===== src/rtl/arb_request_queue.sv =====
// arb_request_queue: per-lane pending-request counters feeding a round-robin arbiter.
// Each lane counts posted events and retires one per granted cycle. It reports
// fill level, full and sticky overflow per lane.
// Optional macro ARB_REQQ_STARVE_EN adds per-lane age counters and sticky
// starvation flags. When the macro is undefined, starve is tied to 0.
module arb_request_queue #(
  parameter int N            = 3,
  parameter int DEPTH_W      = 3,
  parameter int AGE_W        = 4,
  parameter int STARVE_LIMIT = 8
) (
  input  logic                 clk,
  input  logic                 rst,
  input  logic [N-1:0]         evt,
  input  logic [N-1:0]         gnt,
  input  logic                 flag_clr,
  output logic [N-1:0]         req,
  output logic [N*DEPTH_W-1:0] pend_cnt,
  output logic [N-1:0]         full,
  output logic [N-1:0]         ovf,
  output logic [N-1:0]         starve
);

  localparam logic [DEPTH_W-1:0] CNT_MAX = '1;

  logic [N-1:0][DEPTH_W-1:0] cnt_q, cnt_d;
  logic [N-1:0]              ovf_q, ovf_d;

  // Per-lane count update. A simultaneous event and grant cancel out, even on a
  // full lane (no overflow) or an empty one (the grant consumes the event).
  always_comb begin
    for (int i = 0; i < N; i++) begin
      cnt_d[i] = cnt_q[i];
      ovf_d[i] = ovf_q[i] & ~flag_clr;
      unique case ({evt[i], gnt[i]})
        2'b10: begin
          if (cnt_q[i] == CNT_MAX) ovf_d[i] = 1'b1;
          else                     cnt_d[i] = cnt_q[i] + 1'b1;
        end
        2'b01: begin
          if (cnt_q[i] != '0) cnt_d[i] = cnt_q[i] - 1'b1;
        end
        default: ;
      endcase
    end
  end

  // Count and overflow registers.
  always_ff @(posedge clk) begin
    if (rst) begin
      cnt_q <= '0;
      ovf_q <= '0;
    end else begin
      cnt_q <= cnt_d;
      ovf_q <= ovf_d;
    end
  end

  // The request and full outputs are decoded from the registered count only.
  // This keeps the arbiter's input free of any path from evt or gnt.
  always_comb begin
    for (int i = 0; i < N; i++) begin
      req[i]  = (cnt_q[i] != '0);
      full[i] = (cnt_q[i] == CNT_MAX);
    end
  end

  assign pend_cnt = cnt_q;
  assign ovf      = ovf_q;

`ifdef ARB_REQQ_STARVE_EN
  localparam logic [AGE_W-1:0] AGE_LIM = AGE_W'(STARVE_LIMIT);

  logic [N-1:0][AGE_W-1:0] age_q, age_d;
  logic [N-1:0]            starve_q, starve_d;

  // The age counter runs while the lane waits ungranted and saturates at the
  // limit. The starve flag sets only on the edge where the age first reaches
  // the limit.
  always_comb begin
    for (int i = 0; i < N; i++) begin
      age_d[i]    = '0;
      starve_d[i] = starve_q[i] & ~flag_clr;
      if (req[i] && !gnt[i]) begin
        if (age_q[i] != AGE_LIM) age_d[i] = age_q[i] + 1'b1;
        else                     age_d[i] = age_q[i];
      end
      if ((age_q[i] != AGE_LIM) && (age_d[i] == AGE_LIM)) starve_d[i] = 1'b1;
    end
  end

  // Age and starvation registers.
  always_ff @(posedge clk) begin
    if (rst) begin
      age_q    <= '0;
      starve_q <= '0;
    end else begin
      age_q    <= age_d;
      starve_q <= starve_d;
    end
  end

  assign starve = starve_q;
`else
  logic unused_starve_cfg;
  assign unused_starve_cfg = ^{AGE_W, STARVE_LIMIT};
  assign starve            = '0;
`endif

endmodule


===== config.mk =====
export PLATFORM = sky130hd
export DESIGN_NAME = arb_request_queue
export DESIGN_NICKNAME = d
export VERILOG_FILES = /design/src/rtl/arb_request_queue.sv
export SDC_FILE = /design/constraint.sdc
export NUM_CORES = 1
export LEC_CHECK = 0
export BUFFER_PORTS_ARGS = -buffer_cell sky130_fd_sc_hd__buf_2
export CAP_MARGIN = 20
export CORE_MARGIN = 2
export CORE_UTILIZATION = 25
export CTS_BUF_LIST = sky130_fd_sc_hd__clkbuf_16
export CTS_CLUSTER_SIZE = 16
export DETAILED_ROUTE_END_ITERATION = 10
export PLACE_DENSITY = 0.52
export RECOVER_POWER = 100
export SLEW_MARGIN = 10
export SYNTH_ARGS = -nofsm -noshare
export SYNTH_HDL_FRONTEND = slang
export SYNTH_SLANG_ARGS = --single-unit

===== constraint.sdc =====
create_clock -name clk -period 1.7 [get_ports clk]
set_clock_uncertainty 0.05 [all_clocks]
set_input_delay 0.17 -clock clk [delete_from_list [all_inputs] [get_ports clk]]
set_output_delay 0.17 -clock clk [all_outputs]
set_load 0.03 [all_outputs]

# Yosys cells after proc, flatten, opt, wreduce, memory -nomap -nowiden
# Cells that the tools add are included.
# totals
regBits	12
inputBits	9
wordCells	53
output_inout_bits	21
# classes
bitwise_logic	4
muxes	15
add_sub_neg	6
n_reduce_logical	9
n_eq_ne	15
# ops
cell	count
$mux 3	6
$pmux 3 s2	3
$ne 2x2->1 const B	6
$add 3x1->3 const B	3
$eq 3x3->1 const B	3
$reduce_and 3->1	3
$reduce_bool 3->1	3
$sub 3x1->3 const B	3
$eq 2x1->1 const B	3
$eq 2x2->1 const B	3
$mux 1	6
$reduce_bool 2->1	3
$and 1x1->1	3
$not 1->1	1

# Depth between registers and ports, before layout
# Gate-level depths: netlist (run 1).
# logic_depth
word_depth	4
depth_mapped	7
depth_no_buf	7

# Worst setup path after synthesis (run 1)
# No wires, ideal clock.
# synth_path
kind	register -> register
startpoint	register cnt_q, in the netlist pend_cnt[6]
endpoint	register cnt_q, in the netlist pend_cnt[8]
period_less_slack_ns	2.057
path_stages_with_launch	7
n_path_buf	0
setup_ns	0.132
path_slack_ns	-0.357
arrival_time_ns	1.875
cell_sequence	dfxtp_1 -> inv_1 -> fa_1 -> nand2b_1 -> or3b_1 -> a21oi_1 -> nor4b_2
# synth_between
elab_chain_len	3
word_cells_on_any_way	10
cone_classes	add/sub (2); eq/ne (3); mux (3); reduce/logical (2)
# synth_lines
item	line_no	rtl
start: declaration	26	logic [N-1:0][DEPTH_W-1:0] cnt_q, cnt_d;
start signal: assignment	54	cnt_q <= cnt_d;
$sub 3x1->3 (tied with other cells)	41	if (cnt_q[i] != '0) cnt_d[i] = cnt_q[i] - 1'b1;
$mux 3 (tied with other cells)	41	
$pmux 3 s2 / $reduce_and 3->1 (equally long branches)	n/a	
# Several ways; a longest one is shown, not always the timed one. The select of a mux whose other input is x is not followed.
# A chain may end at the register's enable or synchronous reset.

# Final worst setup path (run 1)
# layout_path
startpoint	register cnt_q, in the netlist pend_cnt[7]
endpoint	register cnt_q, in the netlist pend_cnt[7]
# Same word-level chain as after synthesis.

==> results.toml, run 1 <==
[logic_synthesis]
yosysUniqueCellTypes = 34
yosysWarningCount = 0
synth.avg_cell_area_um2 = 7.59
syn_area_um2 = 911
synth_seq_cells = 12
yosysSeqAreaShare = 0.264
synth_cells = 120

[global_route]
grt_pass1_vias = 953
grt_pass1_wl_mm = 4.09
grt_max_degree = 13
grt_remaining_overflow = 0
antenna_found_initial = 0
track_usage = 0.124

[finish]
final_cell_mix = "clkbuf_1 (18), nor2_1 (14), inv_1 (12), a21oi_1 (12), buf_4 (12)"
fin_nets = 174
final_cells = 207
areaGrowthSynthToFinish_pct = 39.0
final_core_util = 0.371
fill_cells = 388
layout_commonest_cell = "clkbuf_1"
layout-drive-gt1-share = 0.255
diodes = 0

[setup_path]
slowest_stage = "fa_2"
crit_path_max_fanout = 3
crit_start = "pend_cnt[7]"
reg2reg_from = "pend_cnt[7]"
crit_path_start_kind = "register"
crit_chain = "inv_1 -> fa_2 -> nor2_1 -> a21oi_1 -> a2111oi_0"
worst-setup-path-type = "reg -> reg"
cp.arrival_ps = 1670
slowest_delay_ps = 460
critPathCaptureType = "register"
critical_path_required_ps = 1740

[detailed_routing]
drt-vias-per-instance = 4.73
finalWirelength_mm = 2.42
drtIter0Drc = 53
drc = 0
drt-wirelength-per-cell_um = 11.7
dr.pass1.iters = 4
vias = 980
ant_nets = 0

[timing]
slew_violations = 0
timing.final.crit_share = 0.958
fmax_mhz = 614
rsz0062_at_grt = "yes"
fin_setup_tns_ps = 0
setup_slack_ps = 72.1
finalSetupViolCount = 0
hold_viol = 0
layout_min_cycle_time_ps = 1630
hold_ws_ps = 219

[placement]
numPortBuffers = 26
dp_cells = 203
post-place-ws_ps = -58.9
gp_congestion = 0.835
dpl.hpwl_mm = 1.89

[pwr]
power_leakage_nw = 0.522
irDropWorstVdd_v = 0.000582
powerDensity_nw_per_um2 = 871

[floorplan]
rows = 21
dieArea_um2 = 4140
io_pins = 30
die_x_um = 64.4
initial_core_util = 0.267
die_y_um = 64.4
core_um2 = 3420

[clock_network]
cts_hold_buf = 0
cts_made_buffers = 3
clk_root_buffer_cell = "clkbuf_16"
postCtsSetupBuffers = 0
cts.sinks = 12
max-clock-path-buffers = 2
clkTransAtPathRegs_ps = 40
cts_tree = "done"
clk_latency_ps = 240
htree_levels = 1

[outcome]
status = "finished, final reports clean"

[worst_hold_path]
hold_start = "gnt[1]"
hp-class = "in -> reg"

[job]
cap_violations = 0
-- per-layer routing --
layer  wire (um)  vias to the layer above  GRT usage
met2        1130                       28      0.217
met4          20                        0     0.0239
li1            -                      499          -
met3         134                        4     0.0370
met1        1140                      449      0.149
met5           0                        -          0
-- cell usage after synthesis, drive strengths merged --
master	instances	area, um2
nor2	14	52.6
a21oi	13	65.1
inv	13	48.8
dfxtp	12	240
nor2b	8	62.6
nand2	7	26.3
o21ai	7	35.0
nor3	6	30.0
nand2b	4	25.0
nand3b	4	30.0
a221oi	3	26.3
a22oi	3	22.5
buf	3	22.5
fa	3	60.1
a2111oi	2	17.5
a211o	2	18.8
and2	2	12.5
and3	2	12.5
a211oi	1	7.51
and2b	1	7.51
conb	1	3.75
dlymetal6s2s	1	12.5
mux2	1	11.3
nand3	1	5.00
nor3b	1	7.51
nor4b	1	15.0
o211ai	1	7.51
o22ai	1	6.26
o311a	1	10.0
or3b	1	8.76
-- where the power goes --
| group | switching, mW | total [mW] | internal [mW] | leakage (nW) |
|---|---|---|---|---|
| Combinational | 0.223 | 0.351 | 0.128 | 0.383 |
| Clock | 0.119 | 0.429 | 0.309 | 0.0385 |
| Sequential | 0.0211 | 0.324 | 0.303 | 0.101 |
| Total | 0.364 | 1.10 | 0.740 | 0.522 |
-- through the flow --
step                      power, mW  instance area [um2]
after floorplan               0.568                  948
after global routing           1.17                 1270
after global placement        0.674                 1200
after CTS                      1.12                 1280
after detailed placement      0.680                 1200
final                          1.10                 1270
-- critical path, delay by kind of cell, from the launching register on --
kind            cells  cell delay (ps)
simple gates        1              100
compound gates      2              460
flops               1              330
fa+ha+maj           1              460
buf+inv             1               80
-- cells by family (layout without fill, tap and decap cells) --
family / Yosys count / count (layout) / share of synthesized area
fa+ha+maj: 3 / 3 / 0.0659
simple gates: 52 / 52 / 0.324
flops: 12 / 12 / 0.264
compound gates: 34 / 34 / 0.238
mux: 1 / 1 / 0.0124
buf+inv: 17 / 56 / 0.0920
other cells: 1 / 3 / 0.00412
-- sequential cells by signal (all words and copies together) (netlist names) --
signal / cells
ovf: 3
pend_cnt: 9
-- area by class of cell --
cell class	count	area [um2]	area share
Timing Repair Buffer	39	203	0.160
Clock inverter	1	3.75	0.00296
Inverter	13	48.8	0.0385
Tap cell	46	57.6	0.0455
Sequential cell	12	254	0.201
Clock buffer	3	75.1	0.0593
Multi-Input combinational cell	93	624	0.493
-- worst paths after layout --
check           endpoint  slack, ps  depth (start not counted)
min          pend_cnt[4]        220                          3
max          pend_cnt[7]         70                          5
min reg2reg  pend_cnt[1]        550                          2
max reg2reg  pend_cnt[7]         70                          5
-- timing repair --
action / in CTS / in global routing
setup endpoints to repair: 1 / 2
pin swaps: 1 / 2
gates resized for setup: 1 / 4
Power figures use the tool's default switching activity.
==> inputs of run 2 (changes only) <==
- CAP_MARGIN: 20 -> not set
- CORE_MARGIN: 2 -> 1.5
- CTS_BUF_LIST: sky130_fd_sc_hd__clkbuf_16 -> sky130_fd_sc_hd__clkbuf_8
==> run 2 against run 1 <==
  * Fmax hardly changed
  * Clock power is 28% lower
  * Final area is 2.4% lower
  * Count of clock-buffer cells in the layout is 1 higher
  * Core utilization is 0.88 points lower
  * Critical endpoint is now pend_cnt[8]
==> results.toml, run 2 (synthesis gave the netlist of run 1 again) <==
[timing]
finalSetupViolCount = 0
layout_min_cycle_time_ps = 1630
fmax_mhz = 614
hold_viol = 0
rsz0062_at_grt = "no"
setup_slack_ps = 71.7
hold_ws_ps = 220
slew_violations = 0
fin_setup_tns_ps = 0
timing.final.crit_share = 0.958

[setup_path]
cp.arrival_ps = 1700
path_delay_family = "simple AND/OR/NAND/NOR gates"
crit_path_start_kind = "register"
reg2reg_from = "pend_cnt[7]"
slowest_delay_ps = 380
crit_path_max_fanout = 2
ff2ff_path_depth = 6
slowest_stage = "or3b_1"
worst-setup-path-type = "reg -> reg"
path_buf_inv = 1
critPathCaptureType = "register"
reg2reg_slack_ps = 70
crit_chain = "inv_2 -> fa_2 -> nand2b_4 -> or3b_1 -> a21oi_2 -> nor4b_2"
critical_path_required_ps = 1770
r2r-end = "pend_cnt[8]"

[clock_network]
clk_root_buffer_cell = "clkbuf_8"
clk_latency_ps = 240
htree_levels = 1
postCtsSetupBuffers = 0
clkTransAtPathRegs_ps = 50
cts.sinks = 12
max-clock-path-buffers = 2
cts_tree = "done"
cts_made_buffers = 3

[pwr]
power_leakage_nw = 0.507
irDropWorstVdd_v = 0.000575
powerDensity_nw_per_um2 = 793

[floorplan]
die_y_um = 63.4
dieArea_um2 = 4010
io_pins = 30
core_um2 = 3420
rows = 21
initial_core_util = 0.267
die_x_um = 63.4

[finish]
final_cells = 207
areaGrowthSynthToFinish_pct = 35.7
final_cell_mix = "clkbuf_1 (19), nor2_1 (14), a21oi_1 (12)"
layout-drive-gt1-share = 0.267
fin_nets = 174
finalInstanceArea_um2 = 1240
largest_reg_flops = 9
layout_commonest_cell = "clkbuf_1"
diodes = 0

[detailed_routing]
drc = 0
ant_nets = 0
finalWirelength_mm = 2.47
drt-wirelength-per-cell_um = 11.9
vias = 989
drt-vias-per-instance = 4.78
dr.pass1.iters = 4
drtIter0Drc = 77

[placement]
dp_cells = 203
gp_congestion = 0.836
place_area_um2 = 1200
post-place-ws_ps = -48.5
numPortBuffers = 26
dpl.hpwl_mm = 1.87

[global_route]
grt_pass1_vias = 903
grt_max_degree = 13
track_usage = 0.127
grt_pass1_wl_mm = 4.14
antenna_found_initial = 0
grt_remaining_overflow = 0

[job]
cap_violations = 0

[worst_hold_path]
min_path_cells = 3
hold_start = "gnt[1]"
hp-class = "in -> reg"
hold_path_end = "pend_cnt[4]"

[outcome]
status = "finished, final reports clean"
[run 2: final cells by class]
class                           count  area, um2
Timing Repair Buffer               39        196
Multi-Input combinational cell     93        621
Tap cell                           46       57.6
Inverter                           13       48.8
Fill cell                         382       2180
Clock buffer                        4       55.1
Sequential cell                    12        258
[run 2: per-stage QoR]
step | power, mW | util
floorplan | 0.568 | -
detailed placement | 0.679 | 0.351
global route | 1.04 | 0.362
CTS | 1.00 | 0.368
global placement | 0.675 | 0.351
finish | 0.981 | 0.362
[run 2: power by group]
part	leakage [nW]	switching, mW	internal (mW)
Combinational	0.377	0.224	0.123
Sequential	0.102	0.0222	0.302
Clock	0.0288	0.105	0.205
Total	0.507	0.351	0.630
[run 2: worst register-to-register path, cell delays in order, from the launching register on]
cell and delay (ps):
dfxtp_4 340, inv_2 40, fa_2 350, nand2b_4 150, or3b_1 380, a21oi_2 140, nor4b_2 60
[run 2: how the worst max path moves through the flow]
stage / startpoint / end / depth (start not counted)
global placement: evt[2] / pend_cnt[8] / 8
global route: pend_cnt[7] / pend_cnt[8] / 6
detailed placement: gnt[2] / pend_cnt[8] / 8
finish: pend_cnt[7] / pend_cnt[8] / 6
CTS: pend_cnt[6] / pend_cnt[8] / 6
floorplan: pend_cnt[6] / pend_cnt[8] / 6
[run 2: layer usage]
metal	vias to the layer above	track usage	part of all wire
li1	500	-	-
met1	458	0.165	0.46
met2	29	0.213	0.48
met3	2	0.0339	0.057
met4	0	0.0245	0.0044
met5	-	0	0
[run 2: repair_timing]
action,CTS,global route
endpoints found under the hold margin,0,0
hold buffers,0,0
pin swaps,1,3
resized for setup,1,6
gates cloned,0,0
endpoints found under the setup margin,1,3
